===== src/rtl/toggle_period_monitor.sv =====
// toggle_period_monitor
//   Receive-side checker for free-running toggle signals. It measures the
//   clk-cycle spacing between successive toggle_in transitions (the
//   half-period) and compares each measurement against EXP_PERIOD +/- TOL.
//   Lock is declared after LOCK_COUNT consecutive in-window measurements.
//   Deviations and timeouts while locked raise err and bump a saturating
//   error count.
//
//   Build option: define SYNC_EN to pass toggle_in through a 2-flop
//   synchronizer ahead of the edge register (edge-to-period_valid latency 3).
//   Without it toggle_in is registered once (latency 1); use that only for
//   sources synchronous to clk. Measured values are the same in both builds.
//
// Ports
//   clk          in   rising-edge clock
//   rst_n        in   synchronous reset, active low
//   en           in   monitor enable
//   toggle_in    in   toggling signal under test
//   half_period  out  last measured half-period in clk cycles (CNT_W bits)
//   period_valid out  1-cycle pulse when half_period updates
//   locked       out  high while locked (follows the state by one cycle)
//   err          out  1-cycle pulse on window violation or timeout while locked
//   err_count    out  errors seen, saturates at 255
//
// States
//   IDLE      | monitor disabled, counters cleared
//   WAIT_EDGE | waiting for a reference edge, no measurement
//   ACQUIRE   | measuring, counting consecutive in-window periods
//   LOCKED    | measuring, violations and timeouts raise err
module toggle_period_monitor #(
  parameter int CNT_W      = 16,
  parameter int EXP_PERIOD = 10,
  parameter int TOL        = 1,
  parameter int LOCK_COUNT = 4
) (
  input  logic             clk,
  input  logic             rst_n,
  input  logic             en,
  input  logic             toggle_in,
  output logic [CNT_W-1:0] half_period,
  output logic             period_valid,
  output logic             locked,
  output logic             err,
  output logic [7:0]       err_count
);

  localparam int LO_I = (EXP_PERIOD > TOL) ? (EXP_PERIOD - TOL) : 0;
  localparam int HI_I = EXP_PERIOD + TOL;
  localparam logic [CNT_W:0] WIN_LO = LO_I[CNT_W:0];
  localparam logic [CNT_W:0] WIN_HI = HI_I[CNT_W:0];
  localparam logic [4:0]     LOCK_N = LOCK_COUNT[4:0];

  typedef enum logic [1:0] {
    IDLE      = 2'd0,
    WAIT_EDGE = 2'd1,
    ACQUIRE   = 2'd2,
    LOCKED    = 2'd3
  } state_t;

  state_t           state_q, state_d;
  logic [CNT_W-1:0] cnt_q, cnt_d;
  logic [3:0]       match_q, match_d;
  logic [CNT_W-1:0] half_period_q, half_period_d;
  logic             period_valid_q, period_valid_d;
  logic             locked_q, locked_d;
  logic             err_q, err_d;
  logic [7:0]       err_count_q, err_count_d;
  logic             samp_q, prev_q;

`ifdef SYNC_EN
  logic sync1_q, sync2_q;
`endif

  logic             edge_det;
  logic [CNT_W-1:0] meas;
  logic             in_win;
  logic             timeout;
  logic [4:0]       match_inc;
  logic [7:0]       err_count_inc;

  assign edge_det = samp_q ^ prev_q;
  // Saturating cnt+1 doubles as the measurement and the counter's next value.
  assign meas     = (cnt_q == {CNT_W{1'b1}}) ? cnt_q : cnt_q + 1'b1;
  assign in_win   = ({1'b0, meas} >= WIN_LO) && ({1'b0, meas} <= WIN_HI);
  // Fires as cnt steps onto EXP_PERIOD+TOL: an edge in the next cycle could
  // no longer land inside the window.
  assign timeout  = !edge_det && ({1'b0, meas} == WIN_HI);
  assign match_inc     = {1'b0, match_q} + 5'd1;
  assign err_count_inc = (err_count_q == 8'hFF) ? err_count_q : err_count_q + 8'd1;

  always_comb begin
    state_d        = state_q;
    cnt_d          = edge_det ? '0 : meas;
    match_d        = match_q;
    half_period_d  = half_period_q;
    period_valid_d = 1'b0;
    err_d          = 1'b0;
    err_count_d    = err_count_q;
    locked_d       = en && (state_q == LOCKED);

    if (!en) begin
      state_d = IDLE;
      cnt_d   = '0;
      match_d = '0;
    end else begin
      case (state_q)
        IDLE: begin
          state_d = WAIT_EDGE;
          cnt_d   = '0;
          match_d = '0;
        end
        WAIT_EDGE: begin
          match_d = '0;
          if (edge_det) state_d = ACQUIRE;
        end
        ACQUIRE: begin
          if (edge_det) begin
            half_period_d  = meas;
            period_valid_d = 1'b1;
            if (in_win) begin
              match_d = match_inc[3:0];
              if (match_inc >= LOCK_N) state_d = LOCKED;
            end else begin
              match_d = '0;
            end
          end
        end
        LOCKED: begin
          if (edge_det) begin
            half_period_d  = meas;
            period_valid_d = 1'b1;
            if (!in_win) begin
              err_d       = 1'b1;
              err_count_d = err_count_inc;
              match_d     = '0;
              state_d     = ACQUIRE;
            end
          end else if (timeout) begin
            err_d       = 1'b1;
            err_count_d = err_count_inc;
            match_d     = '0;
            state_d     = WAIT_EDGE;
          end
        end
        default: state_d = IDLE;
      endcase
    end
  end

  always_ff @(posedge clk) begin
    if (!rst_n) begin
      state_q        <= IDLE;
      cnt_q          <= '0;
      match_q        <= '0;
      half_period_q  <= '0;
      period_valid_q <= 1'b0;
      locked_q       <= 1'b0;
      err_q          <= 1'b0;
      err_count_q    <= '0;
      samp_q         <= 1'b0;
      prev_q         <= 1'b0;
`ifdef SYNC_EN
      sync1_q        <= 1'b0;
      sync2_q        <= 1'b0;
`endif
    end else begin
      state_q        <= state_d;
      cnt_q          <= cnt_d;
      match_q        <= match_d;
      half_period_q  <= half_period_d;
      period_valid_q <= period_valid_d;
      locked_q       <= locked_d;
      err_q          <= err_d;
      err_count_q    <= err_count_d;
      prev_q         <= samp_q;
`ifdef SYNC_EN
      sync1_q        <= toggle_in;
      sync2_q        <= sync1_q;
      samp_q         <= sync2_q;
`else
      samp_q         <= toggle_in;
`endif
    end
  end

  assign half_period  = half_period_q;
  assign period_valid = period_valid_q;
  assign locked       = locked_q;
  assign err          = err_q;
  assign err_count    = err_count_q;

endmodule


===== config.mk =====
export PLATFORM = sky130hd
export DESIGN_NAME = toggle_period_monitor
export DESIGN_NICKNAME = d
export VERILOG_FILES = /design/src/rtl/toggle_period_monitor.sv
export SDC_FILE = /design/constraint.sdc
export NUM_CORES = 1
export LEC_CHECK = 0
export ABC_AREA = 0
export ABC_CLOCK_PERIOD_IN_PS = 4010
export BUFFER_PORTS_ARGS = -buffer_cell sky130_fd_sc_hd__buf_2
export CAP_MARGIN = 30
export CORE_UTILIZATION = 58
export CTS_CLUSTER_SIZE = 30
export DETAILED_ROUTE_END_ITERATION = 10
export PLACE_DENSITY = 0.77
export SYNTH_ARGS = -nofsm -noshare
export SYNTH_HDL_FRONTEND = slang
export SYNTH_SLANG_ARGS = --single-unit

===== constraint.sdc =====
create_clock -name clk -period 4.01 [get_ports clk]
set_clock_uncertainty 0.1 [all_clocks]
set_input_delay 0.6015 -clock clk [delete_from_list [all_inputs] [get_ports clk]]
set_output_delay 0.6015 -clock clk [all_outputs]
set_load 0.1 [all_outputs]

==> results of run 1 <==
## cell type report
| type | count | area (um2) |
|---|---|---|
| Inverter | 6 | 22.52 |
| Clock inverter | 1 | 5.005 |
| Multi-Input combinational cell | 236 | 1519 |
| Clock buffer | 7 | 76.32 |
| Timing Repair Buffer | 30 | 150.1 |
| Sequential cell | 51 | 1021 |
| Fill cell | 383 | 1495 |
| Tap cell | 52 | 65.06 |
## cell usage after synthesis, types with 3 or more instances
cell       count
inv_1          6
dfxtp_1       51
o21ai_0       15
mux2i_1        9
clkbuf_1      10
nand3_1       14
a21oi_1        9
buf_2          3
nand2_1       37
xor2_1         4
o2111ai_1      3
nand2b_1       9
o21ai_1        7
nand4_1       10
o211a_1        6
ha_1           4
and3_1        10
and2_1        20
nor3_1         6
nor2b_1        3
nor2_1        26
xnor2_1        4
## power by group through the flow
stage	clock, uW	sequential (uW)	combinational [uW]
floorplan	0	525	16.8
global placement	0	523	24.9
detailed placement	0	524	25.2
CTS	297	512	25.3
global route	319	513	27.8
finish	290	512	25.3
## metal layers
| metal | track usage [%] | share of wire, % | up-vias | routed length (um) |
|---|---|---|---|---|
| li1 | - | - | 1147 | - |
| met1 | 35.00 | 49 | 1018 | 2696 |
| met2 | 35.71 | 44 | 50 | 2404 |
| met3 | 5.556 | 5.7 | 10 | 313 |
| met4 | 10.20 | 1.7 | 0 | 95 |
| met5 | 0 | 0 | - | 0 |
## per-stage QoR
stage | area [um2] | setup WS, ns
6_report | 2859 | 0.7825
5_1_grt | 2859 | 0.4601
4_1_cts | 2859 | 0.8069
3_5_place_dp | 2778 | 0.8157
3_3_place_gp | 2778 | 0.9824
2_1_floorplan | 2615 | 1.243
## worst max-delay path: stages, from the launching register on
cell,delay [ns]
dfxtp_1,0.44
ha_1,0.26
nand3_1,0.26
nor4_1,0.31
mux2i_1,0.32
nand3_1,0.20
nor4b_4,0.48
nand3_2,0.28
a211oi_2,0.32
mux2i_1,0.20
## state kept, by name, summed over array words and instances, names as in the netlist
| register | count |
|---|---|
| err_count | 8 |
| err | 1 |
| samp_q | 1 |
| period_valid | 1 |
| locked | 1 |
| match_q | 4 |
| half_period | 16 |
| state_q | 2 |
| cnt_q | 16 |
| prev_q | 1 |
## how the worst min path moves through the flow
stage	endpoint
final	err_count[5]$_SDFFE_PN0P_
after global routing	samp_q$_SDFF_PN0_
after CTS	samp_q$_SDFF_PN0_
after detailed placement	err_count[5]$_SDFFE_PN0P_
after global placement	err_count[5]$_SDFFE_PN0P_
after floorplan	match_q[3]$_SDFFE_PN0P_
## kinds of logic after synthesis
| family | after synthesis | share of synthesized area, % |
|---|---|---|
| buffers and inverters | 19 | 2.871 |
| muxes | 10 | 3.876 |
| AOI/OAI and AO/OA | 58 | 15.50 |
| adders and majority gates | 4 | 1.914 |
| and+or+nand+nor | 156 | 34.12 |
| xor gates and xnor gates | 8 | 2.679 |
| DFF | 51 | 39.04 |
==> key figures, run 1 <==
Power
  • Power per cell area: 289.1 nW/um2
  • VDD IR max: 0.0001951 V
  • Clock network power share: 35.0%
  • Pwr Total: 826.7 uW
  • Sequential power share: 61.9%
  • Internal power: 638.5 uW
  • Switching power: 188.2 uW
  • Sw Ratio: 22.76%
  • Comb pwr share: 3.1%
  • Lkg Pwr: 0.001201 uW

Global route
  • All-Layer GR Usage: 24.58%
  • Vias in the first global route: 2002
  • Initial antenna violation count: 0
  • GR Overflow Total: 0
  • First-pass GRT wire length: 9418 um
  • Largest net degree at the start of global routing: 37

Synthesis
  • FFs w/ async S/R, synth: 0%
  • Post-Syn Area: 2615 um2
  • Yosys cell types: 53
  • Synth top area share: 39.04%
  • Sequential fraction of the synthesis area: 39.04%
  • Number of synthesis warnings: 0
  • Mapped Cells: 306
  • Post-synthesis net count: 314
  • Leading area contributor after synthesis: dfxtp_1
  • Number of enable flip-flop cells after synthesis: 0
  • Synthesized flop and latch total: 51
  • Synth Area per Inst: 8.546 um2
  • Main synth FF type: dfxtp_1
  • Dominant cells by area after synthesis: dfxtp_1 39%, nand2_1 5.3%, and2_1 4.8%, nor2_1 3.7%, mux2i_1 3.4%

Hold path
  • Hold path depth: 2
  • Hold Path Class: reg -> reg
  • HP Start: err_count[5]$_SDFFE_PN0P_

Timing
  • Fin crit share: 80.49%
  • Final setup violating endpoints: 0
  • Fin. Hold Viols: 0
  • F_max: 0.3098 GHz
  • Setup tns final: 0 ns
  • Relative slew slack: 53.41%
  • RSZ-0062 raised after global routing: false
  • Fin. max-slew vios: 0
  • Worst-margin pin slew: 0.6968 ns
  • WHS: 0.3899 ns
  • Post-layout minimum cycle time: 3.228 ns

Clock network
  • Post-cts sizing count: 0
  • Latest clock arrival within the worst-skew pair: 0.31 ns
  • Htree depth: 2
  • CTS tree: done
  • Clock-pin slew on the worst setup and hold paths: 0.09 ns
  • Root Buffer: clkbuf_8
  • Clock sinks: 51
  • Clock tree buffer depth: 2
  • CTS buffer count: 5
  • Hold Buf Count CTS: 0
  • Post-CTS setup buffers: 0

Drt
  • Remaining antenna violation count after routing: 0
  • DR vias: 2225
  • Drt pass-1 iters: 4
  • Drt initial violations: 181
  • Via/cell ratio: 5.809
  • Routed WL per cell: 14.39 um
  • DRC: 0
  • Final wirelength: 5510 um

Layout
  • Fraction of layout instances using a drive strength above 1: 15.71%
  • Most frequent cells in the layout: 51 x dfxtp_1, 37 x nand2_1, 30 x buf_2, 26 x nor2_1, 20 x and2_1
  • Final Core Density: 65.66%
  • NumNets Final: 338
  • Ant. Diodes: 0
  • Post-Layout Cell Count: 383
  • Area growth from synthesis to layout: 9.330%
  • Most common library cell in the layout ignoring fill and taps: dfxtp_1

Critical path
  • CP endpoint: err_count[5]$_SDFFE_PN0P_
  • R2r setup slk: 0.78 ns
  • Worst path required time: 4.16 ns
  • Reg2reg path depth: 9
  • Setup CP Type: reg -> reg
  • Crit path launch: cnt_q[0]$_SDFF_PP0_
  • Reg2reg end: err_count[5]$_SDFFE_PN0P_
  • Crit end category: flop
  • CP Max Fanout: 8
  • WP data arrival: 3.37 ns
  • Crit path launch type: flop
  • RR Startpoint: cnt_q[0]$_SDFF_PP0_

Die
  • Core Box Area: 4354 um2
  • Initial core utilization: 60.06%
  • # IOs: 31
  • Core Rows: 24
  • Die ar.: 4781 um2
  • Die W: 69.15 um
  • Die H: 69.15 um

Placement
  • Placed Cells: 375
  • Gpl congestion: 0.9286
  • Detail Placement HPWL: 3977 um
  • # port buffers: 30

Job
  • Max-Cap Viols: 0

Run status
  • Status: finished, final reports clean
Note: power is estimated with default switching activity, not from simulation.
==> run 2, diff against run 1 <==
Settings changed: ABC_CLOCK_PERIOD_IN_PS 4010 to 3380.
Clock period 4.01 ns to 3.38 ns, I/O delays scaled along.
==> run 2 against run 1 <==
Effect of this change:
- flip-flop and latch count unchanged
- wire length rose by 0.15%
- non-clock buffer count up 7
- critical path type unchanged
- cell count is 1.8% higher
- largest power group unchanged
- highest routed layer unchanged
==> key figures, run 2 (synthesis results as in run 1) <==
Run status
  • Status: finished, final reports clean

Clock network
  • CTS buffer count: 5 (unchanged)
  • Clock-pin slew on the worst setup and hold paths: 0.09 ns (about the same)
  • Htree depth: 2 (unchanged)
  • Clock tree buffer depth: 2 (unchanged)
  • CTS tree: done
  • Root Buffer: clkbuf_8
  • Clock sinks: 51 (unchanged)
  • Latest clock arrival within the worst-skew pair: 0.31 ns (about the same)

Power
  • VDD IR max: 0.0003625 V (+86%)
  • Power per cell area: 337.5 nW/um2 (+17%)
  • Clock network power share: 35.2% (+0.2 points)
  • Sequential power share: 61.7% (-0.2 points)
  • Lkg Pwr: 0.001235 uW (+2.9%)
  • Comb pwr share: 3.1% (about the same)
  • Internal power: 756.9 uW (+19%)
  • Sw Ratio: 23.08% (+0.32 points)
  • Switching power: 227.1 uW (+21%)

Global route
  • Vias in the first global route: 1926 (-3.8%)
  • Largest net degree at the start of global routing: 37 (unchanged)
  • First-pass GRT wire length: 9190 um (-2.4%)
  • All-Layer GR Usage: 23.72% (-0.86 points)
  • GR Overflow Total: 0 (unchanged)
  • Initial antenna violation count: 0 (unchanged)

Hold path
  • HP Start: toggle_in
  • Hold Path Class: in -> reg

Timing
  • WHS: 0.3089 ns (-0.08109 ns)
  • Final worst slack: 0.2717 ns (-0.5107 ns)
  • Worst-margin pin slew: 0.6580 ns (-0.03881 ns)
  • Fin crit share: 91.96% (+11 points)
  • RSZ-0062 raised after global routing: false
  • Relative slew slack: 56.01% (+2.6 points)
  • Fin. Hold Viols: 0 (unchanged)
  • F_max: 0.3217 GHz (+3.8%)
  • Setup tns final: 0 ns (unchanged)
  • Fin. max-slew vios: 0 (unchanged)
  • Post-layout minimum cycle time: 3.108 ns (-0.1193 ns)
  • Final setup violating endpoints: 0 (unchanged)

Critical path
  • WP data arrival: 3.20 ns (-0.17 ns)
  • Setup CP Type: reg -> reg
  • CP top delay family: simple AND/OR/NAND/NOR gates
  • Worst path required time: 3.47 ns (-0.69 ns)
  • Crit path launch: cnt_q[0]$_SDFF_PP0_
  • Slowest stage cell, crit path: dfxtp_1
  • CP bufs+invs: 1 (+1)
  • RR Startpoint: cnt_q[0]$_SDFF_PP0_
  • Crit end category: flop
  • Crit path largest cell delay: 0.44 ns (-0.04 ns)
  • Crit path launch type: flop
  • CP Max Fanout: 7 (-1)
  • Critical path cell sequence: ha_1 -> nand3_1 -> nor4_1 -> mux2i_1 -> nand3_1 -> nor4b_4 -> buf_4 -> a41oi_1 -> o21ai_1 -> o21ai_1

Die
  • # IOs: 31 (unchanged)
  • Die ar.: 4781 um2 (unchanged)
  • Die W: 69.15 um (unchanged)
  • Initial core utilization: 60.06% (unchanged)
  • Core Box Area: 4354 um2 (unchanged)
  • Die H: 69.15 um (unchanged)
  • Core Rows: 24 (unchanged)

Drt
  • Remaining antenna violation count after routing: 0 (unchanged)
  • Drt pass-1 iters: 4 (unchanged)
  • DR vias: 2309 (+3.8%)
  • Final wirelength: 5518 um (+0.15%)
  • DRC: 0 (unchanged)
  • Routed WL per cell: 14.15 um (-1.7%)
  • Via/cell ratio: 5.921 (+1.9%)
  • Drt initial violations: 172 (-5.0%)

Layout
  • Post-Layout Cell Count: 390 (+1.8%)
  • Ant. Diodes: 0 (unchanged)
  • Fraction of layout instances using a drive strength above 1: 17.75% (+2.0 points)
  • Area growth from synthesis to layout: 11.48%
  • Most frequent cells in the layout: 51 x dfxtp_1, 37 x nand2_1, 30 x buf_2, 26 x nor2_1, 20 x and2_1
  • NumNets Final: 345 (+2.1%)
  • Most common library cell in the layout ignoring fill and taps: dfxtp_1

Job
  • Max-Cap Viols: 0 (unchanged)

Placement
  • # port buffers: 30 (unchanged)
  • Detail Placement HPWL: 3963 um (-0.33%)
  • Placed Cells: 379 (+1.1%)
  • Placement Setup Slack: 0.2474 ns (-0.5683 ns)
  • Gpl congestion: 0.9762 (+5.1%)
## run 2: through the flow
stage               total power [uW]  utilization [%]  cell area [um2]
floorplan                      642.5                -             2615
global placement               650.3            64.48             2808
detailed placement             650.9            64.48             2808
CTS                            992.1            66.44             2893
global route                    1015            66.95             2915
finish                         984.1            66.95             2915
## run 2: cell type report
class / instances / area (um2)
Timing Repair Buffer: 37 / 202.7
Multi-Input combinational cell: 236 / 1519
Clock inverter: 2 / 12.51
Tap cell: 52 / 65.06
Inverter: 6 / 22.52
Clock buffer: 6 / 72.57
Fill cell: 379 / 1439
Sequential cell: 51 / 1021
## run 2: worst paths after layout
kind	to	slack [ns]	depth (start not counted)
setup / recovery	match_q[2]$_SDFFE_PN0P_	0.27	10
hold / removal	samp_q$_SDFF_PN0_	0.31	2
setup reg to reg	match_q[2]$_SDFFE_PN0P_	0.27	10
hold reg to reg	err_count[5]$_SDFFE_PN0P_	0.39	2
## run 2: routing by layer
metal	GRT usage, %	share of wire, %	wire length (um)	vias up
li1	-	-	-	1165
met4	7.710	1.5	82	0
met2	36.46	44	2427	72
met3	4.386	5.6	308	8
met5	0	0	0	-
met1	33.58	49	2699	1064
## run 2: repair_timing
action,CTS,global route
setup buffers,0,3
hold buffers,0,0
gates resized for setup,0,0
setup endpoints to repair,0,5
## run 2: power by group through the flow
stage          clock [uW]  combinational, uW  sequential, uW
2_1_floorplan           0               20.0             623
3_3_place_gp            0               29.4             621
3_5_place_dp            0               29.8             621
4_1_cts               355               30.1             607
5_1_grt               374               33.3             608
6_report              347               30.4             607
==> run 3, diff against run 2 <==
==> constraint.sdc (replaced) <==
create_clock -name clk -period 3.38 [get_ports clk]
set_clock_uncertainty 0.1 [all_clocks]
set_input_delay 0.169 -clock clk [delete_from_list [all_inputs] [get_ports clk]]
set_output_delay 0.169 -clock clk [all_outputs]
set_load 0.1 [all_outputs]
==> run 3 against run 2 <==
Effect of this change:
- clock power hardly changed
- first-iteration DRC count increased by 22%
- count of clock-buffer cells in the layout is the same
- largest power group unchanged
- largest cell class unchanged
==> key figures, run 3 (synthesis results as in run 1) <==
Drt
  • Routed WL per cell: 14.20 um (+0.36%)
  • DR vias: 2320 (+0.48%)
  • Final wirelength: 5552 um (+0.62%)
  • DRC: 0 (unchanged)
  • Via/cell ratio: 5.934 (+0.22%)
  • Drt initial violations: 210 (+22%)
  • Remaining antenna violation count after routing: 0 (unchanged)
  • Drt pass-1 iters: 5 (+1)

Critical path
  • Crit end category: flop
  • Crit path launch type: flop
  • Critical path cell sequence: ha_1 -> nand3_1 -> nor4_1 -> mux2i_1 -> nand3_1 -> nor4b_4 -> buf_4 -> a41oi_1 -> o21ai_1 -> o21ai_1
  • CP Max Fanout: 7 (unchanged)
  • WP data arrival: 3.18 ns (-0.02 ns)
  • R2r setup slk: 0.30 ns (+0.03 ns)
  • Reg2reg end: match_q[2]$_SDFFE_PN0P_
  • Slowest stage cell, crit path: dfxtp_1
  • Crit path largest cell delay: 0.44 ns (about the same)
  • RR Startpoint: cnt_q[0]$_SDFF_PP0_
  • Setup CP Type: reg -> reg
  • Worst path required time: 3.48 ns (about the same)
  • Reg2reg path depth: 10 (unchanged)

Global route
  • Initial antenna violation count: 0 (unchanged)
  • GR Overflow Total: 0 (unchanged)
  • First-pass GRT wire length: 9218 um (+0.30%)
  • Vias in the first global route: 1938 (+0.62%)
  • All-Layer GR Usage: 23.78% (+0.062 points)
  • Largest net degree at the start of global routing: 37 (unchanged)

Timing
  • Setup tns final: 0 ns (unchanged)
  • Final worst slack: 0.3041 ns (+0.03233 ns)
  • Fin. max-slew vios: 0 (unchanged)
  • Fin. Hold Viols: 0 (unchanged)
  • Fin crit share: 91.00% (-0.96 points)
  • RSZ-0062 raised after global routing: false
  • Relative slew slack: 54.61% (-1.4 points)
  • Post-layout minimum cycle time: 3.076 ns (-0.03233 ns)
  • Worst-margin pin slew: 0.6790 ns (+0.02095 ns)
  • Final setup violating endpoints: 0 (unchanged)
  • WHS: 0.08134 ns (-0.2275 ns)
  • F_max: 0.3251 GHz (+1.1%)

Power
  • VDD IR max: 0.0003589 V (-0.99%)
  • Power per cell area: 337.2 nW/um2 (about the same)
  • Lkg Pwr: 0.001239 uW (+0.34%)

Placement
  • Instance area after placement: 2808 um2 (unchanged)
  • Detail Placement HPWL: 3963 um (unchanged)
  • Placement Setup Slack: 0.2474 ns (unchanged)
  • # port buffers: 30 (unchanged)
  • Gpl congestion: 0.9762 (unchanged)
  • Placed Cells: 379 (unchanged)

Clock network
  • CTS buffer count: 5 (unchanged)
  • Root Buffer: clkbuf_8
  • Latest clock arrival within the worst-skew pair: 0.31 ns (about the same)
  • Clock-pin slew on the worst setup and hold paths: 0.09 ns (about the same)
  • Htree depth: 2 (unchanged)
  • Post-cts sizing count: 0 (unchanged)
  • Clock tree buffer depth: 2 (unchanged)
  • Clock sinks: 51 (unchanged)
  • CTS tree: done

Die
  • Core Box Area: 4354 um2 (unchanged)
  • Initial core utilization: 60.06% (unchanged)
  • Die ar.: 4781 um2 (unchanged)
  • Die W: 69.15 um (unchanged)
  • Core Rows: 24 (unchanged)
  • # IOs: 31 (unchanged)
  • Die H: 69.15 um (unchanged)

Layout
  • NumNets Final: 346 (+0.29%)
  • Finished layout cell area: 2925 um2 (+0.34%)
  • Fraction of layout instances using a drive strength above 1: 17.70% (-0.052 points)
  • Fillers: 378 (-0.26%)
  • Most frequent cells in the layout: 51 x dfxtp_1, 37 x nand2_1, 30 x buf_2, 26 x nor2_1, 20 x and2_1
  • Area growth from synthesis to layout: 11.87%
  • Post-Layout Cell Count: 391 (+0.26%)
  • Ant. Diodes: 0 (unchanged)
  • Most common library cell in the layout ignoring fill and taps: dfxtp_1

Job
  • Max-Cap Viols: 0 (unchanged)

Hold path
  • Hold Path Class: in -> reg
  • WHS Endpoint: state_q[1]$_SDFFE_PN0P_
  • HP Start: en
  • Hold path depth: 3 (+1)

Run status
  • Status: finished, final reports clean
==> run 3: cell type report <==
class	instances	area (um2)	area share, %
Timing Repair Buffer	38	212.7	7.271
Clock buffer	6	72.57	2.481
Multi-Input combinational cell	236	1519	51.92
Inverter	6	22.52	0.7699
Tap cell	52	65.06	2.224
Sequential cell	51	1021	34.90
Clock inverter	2	12.51	0.4277
==> run 3: metrics by stage <==
step / power [uW] / utilization (%)
after floorplan: 642.5 / -
after global placement: 650.3 / 64.48
after detailed placement: 650.9 / 64.48
after CTS: 993.0 / 66.67
after global routing: 1016 / 67.18
final: 986.5 / 67.18
==> run 3: critical path, delay by kind of cell (launching register included) <==
kind | cells | cell delay (ns)
flip-flops | 1 | 0.44
adder cells (fa/ha/maj) | 1 | 0.25
AND/OR/NAND/NOR | 4 | 1.17
multiplexers | 1 | 0.31
AO/OA/AOI/OAI | 3 | 0.52
buffers and inverters | 1 | 0.17
==> run 3: worst max path at each step <==
stage                              from                   endpoint  slack [ns]  cells after the start
floorplan           cnt_q[0]$_SDFF_PP0_  err_count[7]$_SDFFE_PN0P_        0.61                      9
global placement    cnt_q[0]$_SDFF_PP0_  err_count[5]$_SDFFE_PN0P_        0.38                      9
detailed placement  cnt_q[0]$_SDFF_PP0_  err_count[7]$_SDFFE_PN0P_        0.25                      9
CTS                 cnt_q[0]$_SDFF_PP0_  err_count[5]$_SDFFE_PN0P_        0.19                      9
global route        cnt_q[0]$_SDFF_PP0_    match_q[0]$_SDFFE_PN0P_        0.04                     10
finish              cnt_q[0]$_SDFF_PP0_    match_q[2]$_SDFFE_PN0P_        0.30                     10
==> run 3: power by group <==
group | internal (uW) | switching (uW) | leakage [uW]
logic | 9.41 | 22.0 | 0.000787
registers | 603 | 3.89 | 0.000411
clock network | 145 | 203 | 0.0000412
total | 758 | 229 | 0.00124
==> run 3: repair_timing <==
action	in CTS	in global routing
setup buffers	0	3
hold buffers	1	0
endpoints found under the hold margin	1	0
endpoints found under the setup margin	0	5
==> run 3: metal layers <==
metal  wire length [um]  GRT usage, %  share of wire (%)  up-vias
met5                  0             0                  0        -
met4                 65         7.710                1.2        0
met3                258         4.386                4.6        6
met2               2492         36.68                 45       62
met1               2735         33.58                 49     1085
li1                   -             -                  -     1167
